File: src/rtl/gb_sound_pkg.sv
// Shared constants and helpers for the sound frame sequencer.
// Holds step width, per-step strobe masks (bit n = step n) and decode.
package gb_sound_pkg;

   localparam int unsigned FS_STEP_W      = 3;
   localparam int unsigned FS_DEFAULT_DIV = 8192;

   localparam logic [7:0] FS_LEN_MASK   = 8'b0101_0101;
   localparam logic [7:0] FS_SWEEP_MASK = 8'b0100_0100;
   localparam logic [7:0] FS_ENV_MASK   = 8'b1000_0000;

   typedef struct packed {
      logic len;
      logic sweep;
      logic env;
   } fs_strobe_t;

   function automatic fs_strobe_t fs_decode(input logic [FS_STEP_W-1:0] s);
      fs_strobe_t r;
      r.len   = FS_LEN_MASK[s];
      r.sweep = FS_SWEEP_MASK[s];
      r.env   = FS_ENV_MASK[s];
      return r;
   endfunction

endpackage

File: src/rtl/fs_prescaler.sv
// Frame-tick prescaler: counts 0..DIV-1, tc_o high while count is DIV-1.
// Ports: clk_i, rst_ni (async low), clr_i (sync clear), en_i, tc_o.
module fs_prescaler
   import gb_sound_pkg::*;
#(
   parameter int unsigned DIV = FS_DEFAULT_DIV,
   parameter int unsigned W   = $clog2(DIV)
) (
   input  logic clk_i,
   input  logic rst_ni,
   input  logic clr_i,
   input  logic en_i,
   output logic tc_o
);

   localparam logic [W-1:0] LAST = W'(DIV - 1);

   logic [W-1:0] cnt_q, cnt_d;
   logic         tc_q, tc_d;

   always_comb begin
      cnt_d = cnt_q;
      if (clr_i) begin
         cnt_d = '0;
      end else if (en_i) begin
         cnt_d = tc_q ? '0 : cnt_q + W'(1);
      end
      // Flag is precomputed so it is a flop, aligned with cnt_q == LAST.
      tc_d = (cnt_d == LAST);
   end

   always_ff @(posedge clk_i or negedge rst_ni) begin
      if (!rst_ni) begin
         cnt_q <= '0;
         tc_q  <= 1'b0;
      end else begin
         cnt_q <= cnt_d;
         tc_q  <= tc_d;
      end
   end

   assign tc_o = tc_q;

endmodule

File: src/rtl/frame_sequencer.sv
// 512 Hz frame sequencer: 8-step schedule of length/sweep/envelope strobes.
// Ports: clk, rst_n, power_en, div_reset, [tick_src], len_clk, sweep_clk,
// env_clk, step. FRAME_SEQUENCER_EXT_TICK_EN: tick from tick_src falling edge.
module frame_sequencer
   import gb_sound_pkg::*;
#(
   parameter int unsigned CLK_DIV = FS_DEFAULT_DIV
) (
   input  logic                 clk,
   input  logic                 rst_n,
   input  logic                 power_en,
   input  logic                 div_reset,
`ifdef FRAME_SEQUENCER_EXT_TICK_EN
   input  logic                 tick_src,
`endif
   output logic                 len_clk,
   output logic                 sweep_clk,
   output logic                 env_clk,
   output logic [FS_STEP_W-1:0] step
);

   if (CLK_DIV < 2 || CLK_DIV > 65536) begin : g_bad_div
      $error("CLK_DIV out of range");
   end

   logic tick;

`ifdef FRAME_SEQUENCER_EXT_TICK_EN
   logic src_q;

   // A DIV write only forgets the history; a later 1->0 still ticks.
   always_ff @(posedge clk or negedge rst_n) begin
      if (!rst_n) begin
         src_q <= 1'b0;
      end else begin
         src_q <= div_reset ? 1'b0 : tick_src;
      end
   end

   assign tick = src_q & ~tick_src;
`else
   localparam int unsigned CNT_W = $clog2(CLK_DIV);

   fs_prescaler #(
      .DIV (CLK_DIV),
      .W   (CNT_W)
   ) u_pre (
      .clk_i  (clk),
      .rst_ni (rst_n),
      .clr_i  (~power_en | div_reset),
      .en_i   (power_en),
      .tc_o   (tick)
   );
`endif

   logic [FS_STEP_W-1:0] step_q;
   fs_strobe_t           str_q;

   always_ff @(posedge clk or negedge rst_n) begin
      if (!rst_n) begin
         step_q <= '0;
         str_q  <= '0;
      end else if (!power_en) begin
         step_q <= '0;
         str_q  <= '0;
      end else if (div_reset) begin
         str_q  <= '0;
      end else if (tick) begin
         step_q <= step_q + FS_STEP_W'(1);
         str_q  <= fs_decode(step_q);
      end else begin
         str_q  <= '0;
      end
   end

   assign len_clk   = str_q.len;
   assign sweep_clk = str_q.sweep;
   assign env_clk   = str_q.env;
   assign step      = step_q;

endmodule

File: config.mk
export PLATFORM = sky130hd
export DESIGN_NAME = frame_sequencer
export DESIGN_NICKNAME = d
export VERILOG_FILES = /design/src/rtl/gb_sound_pkg.sv /design/src/rtl/fs_prescaler.sv /design/src/rtl/frame_sequencer.sv
export SDC_FILE = /design/constraint.sdc
export NUM_CORES = 1
export LEC_CHECK = 0
export CAP_MARGIN = 20
export CORE_ASPECT_RATIO = 0.5
export CORE_MARGIN = 2
export CORE_UTILIZATION = 30
export DETAILED_ROUTE_END_ITERATION = 6
export DONT_BUFFER_PORTS = 1
export SYNTH_ARGS = -nofsm -noshare
export SYNTH_HDL_FRONTEND = slang
export SYNTH_HIERARCHICAL = 1
export SYNTH_SLANG_ARGS = --single-unit
export TNS_END_PERCENT = 100
File: constraint.sdc
create_clock -name clk -period 2.4 [get_ports clk]
set_input_delay 0.48 -clock clk [delete_from_list [all_inputs] [get_ports clk]]
set_output_delay 0.48 -clock clk [all_outputs]
set_load 0.05 [all_outputs]
Yosys cells after proc, flatten, opt, wreduce, memory -nomap -nowiden. Memories as Yosys holds them, arrays and structs flattened. Index checks and enable logic that the tools add are counted.

Bits in registers: 20. Bits in read-only memories: 24. Output and inout bits: 6. Memories kept: 3.

Add/subtract/negate cells: 2. $lt $le $gt $ge: 1. Equal/unequal tests: 3. Multiplexer cells: 12. Bitwise logic cells: 2. Reductions and logical operators: 1.

Memory list: (name not given) (words 8, bits a word 1, read ports 1, clocked after memory_dff 0, write ports 0, line gb_sound_pkg.sv:22) `r.env = FS_ENV_MASK[s];`; (name not given) (words 8, bits a word 1, read ports 1, clocked after memory_dff 0, write ports 0, line gb_sound_pkg.sv:21) `r.sweep = FS_SWEEP_MASK[s];`; (name not given) (words 8, bits a word 1, read ports 1, clocked after memory_dff 0, write ports 0, line gb_sound_pkg.sv:20) `r.len = FS_LEN_MASK[s];`.

Operators by type and width (count): 13-bit 2-to-1 mux (3); 3-bit 2-to-1 mux (6); 13-bit by 1-bit adder with 13-bit output, second input constant (1); 13-bit equality test, second input constant (1); 3-bit by 4-bit less-than comparator with 1-bit output, second input constant (1); 3-bit by 1-bit adder with 3-bit output, second input constant (1); 1-bit 2-to-1 mux (3); 2-bit by 1-bit != test with 1-bit output, second input constant (1); 2-bit != test, second input constant (1); 2-bit AND reduction (1); 1-bit NOT (1); 1-bit bitwise OR (1).

Logic depth before layout (Yosys ltp).
Word-level depth: 5. Mapped depth: 6. Gate-level depth less buffers: 6.

Modules after synthesis. The synthesis kept the hierarchy.

By module, submodules not included: fs_prescaler (instances 1, cells each 75, area an instance 765.7 um^2, seq. area each 350.3 um^2); frame_sequencer (instances 1, cells each 23, area an instance 284.0 um^2, seq. area each 150.1 um^2).

Worst setup path before layout. OpenSTA, ideal clock, no wires.

Kind: input port to flip-flop. Start: input port power_en. End: register u_pre.tc_q (netlist: u_pre/tc_o). Data arrival time: 1.815 ns. Setup slack: 0.490 ns. Cell stages on the path: 6. Buffers on the path: 1. Cell sequence: buf_4 nand4_2 nor3_1 xnor2_1 or4_4 nor4b_2.

Cells in the longest elaborated chain, start to end: 4.

RTL lines: start, declared (line frame_sequencer.sv:11) `input logic power_en,`; 1-bit NOT (line frame_sequencer.sv:50) `.clr_i (~power_en | div_reset),`; 1-bit bitwise OR (line frame_sequencer.sv:50); 13-bit 2-to-1 mux * (line fs_prescaler.sv:23) `if (clr_i) begin`; 13-bit equality test * (line fs_prescaler.sv:29) `tc_d = (cnt_d == LAST);`; net u_pre.tc_d (line fs_prescaler.sv:19) `logic tc_q, tc_d;`; end signal, assigned (line fs_prescaler.sv:38) `tc_q <= tc_d;`; end, declared (line fs_prescaler.sv:19).

The timed path passes the listed nets; every way through them passes the cells marked *. A chain may end at the register's enable or synchronous reset.

Worst setup path in the final report.
Start: register u_pre.cnt_q[0]. End: register u_pre.tc_q (netlist: u_pre/tc_o).

Cells in the longest elaborated chain, start to end: 5.

RTL lines: start, declared (line fs_prescaler.sv:18) `logic [W-1:0] cnt_q, cnt_d;`; start signal, assigned (line fs_prescaler.sv:37) `cnt_q <= cnt_d;`; 13-bit by 1-bit adder with 13-bit output (line fs_prescaler.sv:26) `cnt_d = tc_q ? '0 : cnt_q + W'(1);`; 13-bit 2-to-1 mux (line fs_prescaler.sv:26); 13-bit 2-to-1 mux * (line fs_prescaler.sv:25) `end else if (en_i) begin`; 13-bit 2-to-1 mux * (line fs_prescaler.sv:23); 13-bit equality test * (line fs_prescaler.sv:29); net u_pre.tc_d (line fs_prescaler.sv:19).

Marked as above.

==> impl_metrics.ini <==
[routing]
vias_per_cell = 4.519
drt_iter0_drc = 17
wirelength_um = 1881
dr.pass1.iters = 4
ant_nets = 0
routedWlPerCell_um = 12.21
vias = 696
drc = 0

[global_routing]
grt_use_total_pct = 11.17
antenna_found_initial = 0
grt_pass1_wl_um = 3374
grt_pass1_vias = 700
grt_max_degree = 21
overflow = 0

[worst_setup_path]
path_depth = 6
max_stage_delay_ps = 520
worstPathArrival_ps = 2230
startpoint_type = flip-flop
r2r-start = u_pre/cnt_q[0]$_DFF_PN0_
crit_fanout = 5
crit_start = u_pre/cnt_q[0]$_DFF_PN0_
rrSetupSlack_ps = 340
reg2reg_to = u_pre/tc_o$_DFF_PN0_
slowest_stage = or4_4
timing.critical_path.buf_inv = 0
crit_end = u_pre/tc_o$_DFF_PN0_
cp_top_family = simple AND/OR/NAND/NOR gates
worstSetupEndpointType = flip-flop
critPathKind = flip-flop to flip-flop
reg2regPathDepth = 6
required_ps = 2570
crit_chain = ha_1 > nand3_1 > nor4_4 > xnor2_1 > or4_4 > nor4b_2

[synth]
mappedNetlistArea_mm2 = 0.001050
seq_area_frac_synth_pct = 47.68
netlist_top_cells_count = 20 x dfrtp_1, 13 x nor2_1, 8 x xnor2_1
synth_flop_cell = dfrtp_1
synth_edf_count = 0
ys_types = 34
async_reset_ff_share_pct = 100.0
synth_most_common_cell = dfrtp_1
syn-instance-count = 98
ys_warn_count = 6
syn_avg_cell_area_um2 = 10.71
synth_nets = 106
synthTopCellsByArea = dfrtp_1 48%, xnor2_1 6.7%, ha_1 4.8%, nor2_1 4.6%, nand2_1 2.5%
netlist.top_cell.by_area = dfrtp_1
yosys.area.top_type_share_pct = 47.68
synth_seq_cells = 20

[clock_network]
cts_root_buffer = clkbuf_8
cts.sinks = 20
cts_resized = 0
post_cts_buffers = 0
clockBufferDepth = 2
clk_latency_ps = 260
clkTransAtPathRegs_ps = 70
htreeDepth = 1
cts_tree = built
numCtsBuffers = 3

[power_and_ir_drop]
power_density_mw_per_mm2 = 579.9
p_leak_nw = 0.5029
peakVddDrop_mv = 0.2441

[cells_and_area]
final_nets = 112
design_area_mm2 = 0.001199
drive_above_1_share_pct = 13.59
areaGrowthSynthToFinish_pct = 14.18
antennaDiodeCount = 0

[timing]
finalSetupTns_ps = 0
rsz0062_at_grt = false
tightest_slew_ps = 916.5
finalWorstPathRequiredPeriod_ps = 2064
skew_ps = 2.742
drv_slew = 0
clock.fmax_ghz = 0.4844
setup_viol = 0
fin_crit_sh_pct = 86.01
hold_violations = 0
slew_headroom_pct = 38.70

[placement]
gp_congestion = 0.8154
placed_cell_area_mm2 = 0.001117
io_buffers = 0
dp_hpwl_um = 1418

[floorplan]
initial_core_util_pct = 30.90
core_area_mm2 = 0.003397
dieArea_mm2 = 0.004017
die_y_um = 45.83
ios = 10
dieWidth_um = 87.66
rows = 15

[min_path]
worstHoldPathType = input pin to flip-flop

[outcome]
status = completed

[flow_run]
cap_viol_max_count = 0
[worst min path at each step]
stage	start	to	slack (ps)	cells past startpoint
after global routing	power_en	step[1]$_DFFE_PN0P_	330	1
final	power_en	step[1]$_DFFE_PN0P_	340	1
after CTS	power_en	step[1]$_DFFE_PN0P_	330	1
after detailed placement	rst_n	step[2]$_DFFE_PN0P_	180	0
after global placement	rst_n	step[2]$_DFFE_PN0P_	180	0
after floorplan	rst_n	env_clk$_DFF_PN0_	180	0
[what timing repair did]
action,in CTS,in global routing
endpoints found under the hold margin,20,0
hold buffers,1,0
endpoints found under the setup margin,0,0
[layer usage]
metal / track usage (%) / wire, um / vias up
li1: - / - / 355
met1: 15.74 / 983 / 332
met2: 16.52 / 821 / 9
met3: 4.348 / 77 / 0
met4: 1.846 / 0 / 0
met5: 0 / 0 / -
[through the flow]
stage          hold slack [ps]  total power, W  std cells  util [%]  setup WS, ps
2_1_floorplan            184.4       0.0003593         98         -         489.9
3_3_place_gp             184.8       0.0003595        149     32.89         430.7
3_5_place_dp             184.7       0.0003595        149     32.89         344.2
4_1_cts                  327.3       0.0007074        154     35.29         324.1
5_1_grt                  331.2       0.0007202        154     35.29         156.4
6_report                 335.3       0.0006951        154     35.29         335.8
[where the power goes]
group          switching, W  internal, W
Combinational     0.0000128   0.00000784
Clock              0.000112     0.000223
Sequential       0.00000171     0.000338
Total              0.000127     0.000568
[cells by family after synthesis]
| kind of cell | after synthesis | synth area share [%] |
|---|---|---|
| AO/OA/AOI/OAI | 9 | 5.722 |
| XOR/XNOR | 11 | 9.178 |
| adder cells (fa/ha/maj) | 4 | 4.768 |
| buffers and inverters | 5 | 2.145 |
| flip-flops | 20 | 47.68 |
| multiplexers | 2 | 1.907 |
| AND/OR/NAND/NOR | 47 | 28.61 |
[flip-flops by register name (all words and copies together), names as in the netlist]
signal       flops
u_pre/cnt_q     13
u_pre/tc_o       1
env_clk          1
len_clk          1
sweep_clk        1
step             3
[cell usage in the layout, fill, tap and decap left out, types with 2 or more instances in the layout]
| cell type | instances |
|---|---|
| nand3_1 | 4 |
| nand2_1 | 7 |
| nor4_1 | 2 |
| ha_1 | 4 |
| o21ai_0 | 2 |
| and2b_2 | 2 |
| nor3_1 | 3 |
| clkbuf_8 | 3 |
| xor2_1 | 3 |
| inv_1 | 3 |
| nor2_1 | 13 |
| a21oi_1 | 2 |
| xnor2_1 | 8 |
| buf_4 | 2 |
| and3_1 | 2 |
| dfrtp_1 | 20 |
| nand3b_1 | 3 |
| mux2i_1 | 2 |
[cell type report]
class / count / area [um2]
Inverter: 3 / 11.26
Fill cell: 346 / 2198
Tap cell: 51 / 63.81
Timing Repair Buffer: 3 / 25.02
Multi-Input combinational cell: 73 / 526.8
Sequential cell: 20 / 500.5
Clock buffer: 3 / 41.29
Clock inverter: 1 / 30.03
(Power assumes the default switching activity.)
